## src/rtl/pingpong_swap_buffer.sv

```systemverilog
// Two-bank ping-pong buffer: the writer fills one bank while the reader drains the other. Optional swap_count port under `PINGPONG_SWAP_COUNT_EN.
// Latency: a full write bank swaps one edge after its last write if the read bank is empty. Read data is combinational from the read bank.
// Backpressure: wr_ready is low while the write bank is full. rd_valid is low once the read bank is drained or before the first swap.
module pingpong_swap_buffer #(
    parameter int WIDTH = 8,
    parameter int DEPTH = 4
) (
    input  logic             clk,
    input  logic             rst,
    input  logic             wr_valid,
    input  logic [WIDTH-1:0] wr_data,
    output logic             wr_ready,
    output logic             rd_valid,
    output logic [WIDTH-1:0] rd_data,
    input  logic             rd_ready,
    output logic             wr_bank,
    output logic             swap_pulse
`ifdef PINGPONG_SWAP_COUNT_EN
    ,
    output logic [15:0]      swap_count
`endif
);
    localparam int PW = $clog2(DEPTH);
    localparam logic [PW-1:0] LAST = PW'(DEPTH - 1);

    // Both banks in one array, addressed by {bank, pointer}.
    logic [WIDTH-1:0] mem [2*DEPTH];

    logic [PW-1:0] wr_ptr;
    logic [PW-1:0] rd_ptr;
    logic          wr_full;   // write bank holds DEPTH words
    logic          rd_full;   // read bank still has unread words
    logic          rd_bank;
    logic          wr_fire;
    logic          rd_fire;
    logic          swap;

    assign rd_bank  = ~wr_bank;
    // Held low during reset so the writer sees no room while the block is cleared.
    assign wr_ready = ~rst & ~wr_full;
    assign rd_valid = rd_full;
    assign wr_fire  = wr_valid & wr_ready;
    assign rd_fire  = rd_valid & rd_ready;
    // Both operands are registered state, so the swap decision never sees same-cycle handshakes.
    assign swap     = wr_full & ~rd_full;
    assign rd_data  = rd_valid ? mem[{rd_bank, rd_ptr}] : '0;

    // Bank storage: written only through the write handshake; contents survive reset.
    always_ff @(posedge clk) begin
        if (wr_fire) begin
            mem[{wr_bank, wr_ptr}] <= wr_data;
        end
    end

    // Pointers, fill flags, bank ownership and the swap pulse.
    // A swap cannot coincide with either handshake: wr_ready is low while the write bank is full,
    // and rd_valid is low while the read bank is empty.
    always_ff @(posedge clk or posedge rst) begin
        if (rst) begin
            wr_bank    <= 1'b0;
            wr_ptr     <= '0;
            rd_ptr     <= '0;
            wr_full    <= 1'b0;
            rd_full    <= 1'b0;
            swap_pulse <= 1'b0;
        end else begin
            swap_pulse <= swap;
            if (swap) begin
                wr_bank <= ~wr_bank;
                wr_ptr  <= '0;
                wr_full <= 1'b0;
                rd_ptr  <= '0;
                rd_full <= 1'b1;
            end else begin
                if (wr_fire) begin
                    wr_ptr <= wr_ptr + PW'(1);
                    if (wr_ptr == LAST) begin
                        wr_full <= 1'b1;
                    end
                end
                if (rd_fire) begin
                    rd_ptr <= rd_ptr + PW'(1);
                    if (rd_ptr == LAST) begin
                        rd_full <= 1'b0;
                    end
                end
            end
        end
    end

`ifdef PINGPONG_SWAP_COUNT_EN
    logic [15:0] swap_cnt;

    assign swap_count = swap_cnt;

    // Completed-swap counter; wraps naturally at 16 bits.
    always_ff @(posedge clk or posedge rst) begin
        if (rst) begin
            swap_cnt <= '0;
        end else if (swap) begin
            swap_cnt <= swap_cnt + 16'd1;
        end
    end
`endif

endmodule

```

## config.mk

```make
export PLATFORM = sky130hd
export DESIGN_NAME = pingpong_swap_buffer
export DESIGN_NICKNAME = d
export VERILOG_FILES = /design/src/rtl/pingpong_swap_buffer.sv
export SDC_FILE = /design/constraint.sdc
export NUM_CORES = 1
export LEC_CHECK = 0
export BUFFER_PORTS_ARGS = -buffer_cell sky130_fd_sc_hd__buf_4
export CAP_MARGIN = 20
export CORE_MARGIN = 2
export CORE_UTILIZATION = 40
export DETAILED_ROUTE_END_ITERATION = 8
export GPL_ROUTABILITY_DRIVEN = 0
export GPL_TIMING_DRIVEN = 0
export SYNTH_ARGS = -nofsm -noshare
export SYNTH_HDL_FRONTEND = slang
export SYNTH_SLANG_ARGS = --single-unit
export TNS_END_PERCENT = 10
```

## constraint.sdc

```tcl
create_clock -name clk -period 3.5 [get_ports clk]
set_input_delay 0 -clock clk [delete_from_list [all_inputs] [get_ports clk]]
set_output_delay 0 -clock clk [all_outputs]
set_load 0.03 [all_outputs]
```

# Word level (Yosys, flattened, before mapping)
# Memory sizes are Yosys's and may differ from the RTL's.
# Index checks and enable logic that the tools add are counted.
# word_totals
reg_bits,8
ramBits,64
in_bits,12
n_memories,1
# mem_list
name,words,width,read_ports,rd_ports_with_merged_regs,write_ports,line,text
mem,8,8,1,0,1,27,logic [WIDTH-1:0] mem [2*DEPTH];
# op_classes
add_sub_neg,2
n_eq_ne,2
mux,13
bitwise,8
n_reduce_logical,6
# op_table
operator,n
two-way mux 1 bit,8
two-way mux 2 bit,4
two-way mux 8 bit,1
nonzero test 2 bit,4
"adder 2 x 1 -> 2 bit, second input constant",2
AND 1 bit,4
"equality test 2 bit, second input constant",2
NOT 1 bit,4
AND reduction 2 bit,2

# Depth between registers and ports, before layout
# Gate-level depths: netlist (run 1).
# logic_depth
ltp_word,5
depth_mapped,5
depth_no_buf,3

# Worst setup path after synthesis (run 1)
# Ideal clock, no wire load.
# synth_timing
kind,register to register
from,register wr_full
to,"memory mem[0][0], enable pin"
setup_time_ps,383
t_arrival_ps,1546
setup_slack_ps,1571
path_stages_with_launch,4
synth_period_minus_slack_ps,1929
path_cell_list,dfrtp_1 -> nor3b_1 -> nand2b_1 -> nor3_1
# synth_between
elab_chain_len,5
# synth_lines
element,line,text
start: declaration,31,logic wr_full;
start signal: assignment,63,wr_full <= 1'b0;
start signal: assignment,71,wr_full <= 1'b0;
start signal: assignment,78,wr_full <= 1'b1;
NOT 1 bit,40,assign wr_ready = ~rst & ~wr_full;
AND 1 bit,40,
AND 1 bit,42,assign wr_fire = wr_valid & wr_ready;
two-way mux 1 bit,50,if (wr_fire) begin
two-way mux 1 bit (implied by the code),51,"mem[{wr_bank, wr_ptr}] <= wr_data;"
end: declaration,27,
# Every way passes these cells.

# Worst setup path in the final report (run 1)
# layout_timing
from,register wr_full
to,"memory mem[5][4], enable pin"
# Same word-level chain as after synthesis.

==> impl_metrics.yaml, run 1 <==
route:
  vias: 1551
  drc_errors: 0
  first_pass_iters: 4
  final_antenna_net_count: 0
  wire_per_inst_um: 18.7
  via_per_inst: 5.12
  drt_iter0_drc: 125
  wl_um: 5670
synthesis:
  synth_compound_area_frac: 0.0646
  ys_seq_elements: 72
  synth-adder-area-share: 0.00873
  synth_cell_types: 26
  synth_top_area_share: 0.671
  ys_seq_area_frac: 0.741
  synth_area_per_cell_um2: 18.4
  syn-instance-count: 156
  synth_top_family_by_area: "multiplexers"
  synthMuxAreaShare: 0.122
  synth_warnings: 0
  syn_nets: 170
  synth_xor_area_frac: 0.00306
  synth_area_leaders: "edfxtp_1 67%, dfrtp_1 7.0%, mux4_2 6.3%"
  yosys.area_share.simple: 0.0424
  syn-cell-area_um2: 2870
  yosys.area.top_type: "edfxtp_1"
min_path:
  worstHoldStart: "wr_valid"
  hold_path.class: "input pin to flip-flop"
worst_setup_path:
  worstSetupEndpointType: "flip-flop"
  worstPathMaxFanout: 8
  critPathRequiredTime_ns: 3.46
  critPathKind: "flip-flop to flip-flop"
  crit_arrival_ns: 2.34
  worstReg2RegStart: "wr_full"
  crit_start: "wr_full"
  worst_setup_path_start_kind: "flip-flop"
placed_design:
  place_area_um2: 3170
  numPortBuffers: 23
  pre_cts_slack_ns: 1.08
  dp.cells: 277
  dp_hpwl_um: 3540
sta:
  worst_slew_pin_slew_ns: 1.06
  fmax_ghz: 0.420
  fin_ws_ns: 1.12
  setup_viol: 0
  hold_viol: 0
  fin_crit_sh: 0.681
  slew_headroom: 0.293
  maxSlewViolCount: 0
  rsz0062_at_grt: "no"
  whs_ns: 0.120
  period_needed_ns: 2.38
  skew_ns: 0.00778
  tns_ns: 0
pwr:
  power_mw: 2.79
  power_density_nw_per_um2: 801
  power.ir.vdd_worst_v: 0.000324
  p_leak_nw: 1.28
die:
  die_h_um: 88.6
  coreArea_um2: 6870
  io_pins: 24
  core.rowCount: 30
  die_w_um: 88.6
  dieArea_um2: 7860
  start_util: 0.417
cts:
  clock_path_buffers: 2
  cts_resized: 0
  numCtsBuffers: 9
  cts_root_buffer: "clkbuf_8"
  insertion_delay_ns: 0.34
  cts_tree: "done"
  postCtsSetupBuffers: 0
  cts_num_sinks: 72
  path_clk_slew_ns: 0.07
  htree_levels: 3
layout:
  utilization: 0.507
  syn_to_final_growth_pct: 21.6
  layout-drive-gt1-share: 0.266
  layout.nets: 216
  final_cells: 303
  final_common_cell: "edfxtp_1"
  stdcell_area_um2: 3480
  layout_common_cells: "64 x edfxtp_1, 28 x buf_4, 17 x mux2i_1"
  antennaDiodeCount: 0
  fillers: 569
grt:
  grt_pass1_wl_um: 8710
  grt_usage: 0.161
  gr-total-overflow: 0
  grt_pass1_vias: 1615
  grt_max_degree: 13
  antenna_found_initial: 0
flow_run:
  drv_cap: 0
outcome:
  status: "complete, no violations"
[sequential cells by signal, indices dropped and copies added, names as in the netlist]
register and count:
wr_full 1, swap_pulse 1, wr_ptr 2, mem 64, wr_bank 1, rd_ptr 2
rd_valid 1
[routing by layer]
| metal | up-vias | share of wire | track usage |
|---|---|---|---|
| met5 | - | 0 | 0 |
| met1 | 785 | 0.45 | 0.211 |
| met4 | 0 | 0.011 | 0.0634 |
| li1 | 710 | - | - |
| met2 | 50 | 0.49 | 0.255 |
| met3 | 6 | 0.049 | 0.0476 |
[cell families (layout without fill, tap and decap cells)]
family | after synthesis | in the layout
flip-flops | 72 | 72
AO/OA/AOI/OAI | 22 | 22
XOR/XNOR | 1 | 1
buffers and inverters | 9 | 60
adder cells (fa/ha/maj) | 2 | 2
AND/OR/NAND/NOR | 25 | 25
multiplexers | 25 | 25
[critical path: stages (launching register included)]
cell     delay, ns
dfrtp_1       0.45
nor3b_1       0.49
nand2_1       0.21
nor2_1        0.85
[cells in the mapped netlist]
library cell	instances
edfxtp_1	64
nor3b_1	1
inv_1	1
nand2b_1	3
a22o_1	1
mux2i_1	17
mux4_2	8
nor2b_1	2
xor2_1	1
and2b_2	1
buf_4	3
nor2_1	8
a31oi_1	1
a21bo_2	1
buf_6	1
buf_1	2
clkbuf_1	2
nand2_1	7
nor3_1	2
o21ai_0	2
a32o_1	1
dfrtp_1	8
and2_2	1
a22oi_1	8
ha_1	2
o211a_1	8
[power by group]
group | internal (mW) | switching (mW) | leakage [nW]
clock | 0.395 | 0.298 | 0.106
combinational | 0.430 | 0.570 | 0.500
sequential | 1.03 | 0.0671 | 0.678
[path summary, 6_finish.rpt]
kind / endpoint / slack [ns] / cells after the start
min in group asynchronous: rd_ptr[0] / 0.18 / 3
worst min register to register: wr_ptr[0] / 0.56 / 1
max in group asynchronous: wr_ptr[0] / 3.08 / 3
worst max register to register: mem[5][4] / 1.12 / 3
worst min-delay path: wr_full / 0.12 / 4
worst max-delay path: mem[5][4] / 1.12 / 3
[repair_timing]
action,in CTS,in global routing
hold buffers,10,0
endpoints found under the setup margin,0,0
hold endpoints to repair,75,0
[cell type report]
type,count,area (um2),share of cell area
Sequential cell,72,2120,0.609
Multi-Input combinational cell,75,691,0.198
Timing Repair Buffer,35,288,0.0826
Clock buffer,9,124,0.0356
Tap cell,96,120,0.0345
Clock inverter,7,86.3,0.0248
Buffer,8,48.8,0.0140
Inverter,1,3.75,0.00108
No activity file was read; power rests on OpenSTA's default activity.
==> run 2: changes to the inputs <==
==> constraint.sdc (replaced) <==
create_clock -name clk -period 2.3 [get_ports clk]
set_input_delay 0 -clock clk [delete_from_list [all_inputs] [get_ports clk]]
set_output_delay 0 -clock clk [all_outputs]
set_load 0.03 [all_outputs]
==> impl_metrics.yaml, run 2 (synthesized netlist as in run 1, its figures left out) <==
cts:
  path_clk_slew_ns: 0.07
  numCtsBuffers: 9
  cts_root_buffer: "clkbuf_8"
  cts_num_sinks: 72
  postCtsSetupBuffers: 0
  insertion_delay_ns: 0.34
  htree_levels: 3
  cts_tree: "done"
  clock_path_buffers: 2
worst_setup_path:
  r2r-end: "mem[7][3]"
  critPathRequiredTime_ns: 2.27
  rr_worst_depth: 3
  worstReg2RegStart: "wr_bank"
  worstSetupEndpointType: "flip-flop"
  crit_path_end: "mem[7][3]"
  cp.buffers_inverters: 1
  worst_setup_path_start_kind: "flip-flop"
  cp_slowest_cell: "clkbuf_1"
  reg2reg_slack_ns: 0.14
  cp.depth: 3
  slowest_delay_ns: 0.57
  critPathKind: "flip-flop to flip-flop"
  cp_cell_sequence: "clkbuf_1 > nand2_1 > nor2_2"
  worstPathMaxFanout: 10
  crit_start: "wr_bank"
  crit_family: "simple AND/OR/NAND/NOR gates"
  crit_arrival_ns: 2.13
placed_design:
  dp_hpwl_um: 3540
  numPortBuffers: 23
route:
  first_pass_iters: 4
  via_per_inst: 5.11
  final_antenna_net_count: 0
  wl_um: 5700
  vias: 1548
  drc_errors: 0
  drt_iter0_drc: 118
  wire_per_inst_um: 18.8
sta:
  hold_viol: 0
  fmax_ghz: 0.463
  slew_headroom: 0.468
  maxSlewViolCount: 0
  setup_viol: 0
  worst_slew_pin_slew_ns: 0.795
  fin_crit_sh: 0.938
  period_needed_ns: 2.16
  rsz0062_at_grt: "no"
  tns_ns: 0
  skew_ns: 0.00940
  whs_ns: 0.114
layout:
  layout_common_cells: "64 x edfxtp_1, 28 x buf_4, 17 x mux2i_1"
  utilization: 0.511
  layout.nets: 216
  top_regs: "mem x64, rd_ptr x2, wr_ptr x2"
  layout-drive-gt1-share: 0.300
  final_common_cell: "edfxtp_1"
  syn_to_final_growth_pct: 22.4
  largest_reg_flops: 64
  antennaDiodeCount: 0
  regMostFlops: "mem"
grt:
  antenna_found_initial: 0
  grt_pass1_vias: 1617
  grt_pass1_wl_um: 8740
  grt_usage: 0.162
  grt_max_degree: 13
  gr-total-overflow: 0
die:
  dieArea_um2: 7860
  start_util: 0.417
  core.rowCount: 30
  die_w_um: 88.6
  io_pins: 24
  coreArea_um2: 6870
  die_h_um: 88.6
flow_run:
  drv_cap: 0
pwr:
  power_mw: 4.27
  power.ir.vdd_worst_v: 0.000492
  p_leak_nw: 1.29
  power_density_nw_per_um2: 1220
min_path:
  hold_path.class: "input pin to flip-flop"
outcome:
  status: "complete, no violations"
-- run 2: changes by cell type in the layout (fill, tap and decap cells not counted) --
cell     change
nor3b_2      +1
nor3b_1      -1
nor3_1       -2
nor2_1       -4
nor2_2       +4
nor3_2       +2
-- run 2: per-layer routing --
layer  vias up  wire, um  GRT usage
met3         6       210     0.0476
met1       798      2600      0.212
met5         -         0          0
met4         0        63     0.0634
met2        36      2820      0.255
li1        708         -          -
-- run 2: cell type report --
| type | count | area, um2 |
|---|---|---|
| fill | 564 | 3360 |
| sequential | 72 | 2120 |
| multi-input combinational | 75 | 716 |
| timing repair buffer | 35 | 288 |
| clock buffer | 9 | 124 |
| tap | 96 | 120 |
| clock inverter | 7 | 86.3 |
| buffer | 8 | 48.8 |
| inverter | 1 | 3.75 |
-- run 2: worst min path at each step --
stage	cells after the start	startpoint	slack [ns]	endpoint
5_1_grt	4	wr_valid	0.11	wr_full
4_1_cts	4	wr_valid	0.11	wr_full
3_5_place_dp	2	rst	-0.004	wr_full
2_1_floorplan	1	rst	-0.18	rd_ptr[0]
3_3_place_gp	2	rst	-0.03	wr_full
6_report	4	wr_valid	0.11	wr_full
-- run 2: timing repair --
item | CTS | global route
endpoints found under the hold margin | 75 | 0
setup endpoints to repair | 40 | 52
pin swaps | 0 | 0
hold buffers | 10 | 0
resized for setup | 4 | 3
-- run 2: stage by stage --
| step | instance area (um2) | instances | setup WS [ns] |
|---|---|---|---|
| global route | 3510 | 303 | 0.000554 |
| floorplan | 2870 | 156 | 0.371 |
| CTS | 3500 | 303 | -0.0864 |
| finish | 3510 | 303 | 0.142 |
| global placement | 3160 | 275 | -0.134 |
| detailed placement | 3170 | 277 | -0.122 |
-- run 2: worst reg2reg max path: stages, from the launching register on --
cell	delay, ns
dfrtp_1	0.51
clkbuf_1	0.57
nand2_1	0.21
nor2_2	0.51
-- run 2: report_power, final --
| group | switching (mW) | internal (mW) |
|---|---|---|
| sequential | 0.105 | 1.57 |
| clock | 0.455 | 0.601 |
| combinational | 0.882 | 0.657 |
| total | 1.44 | 2.82 |
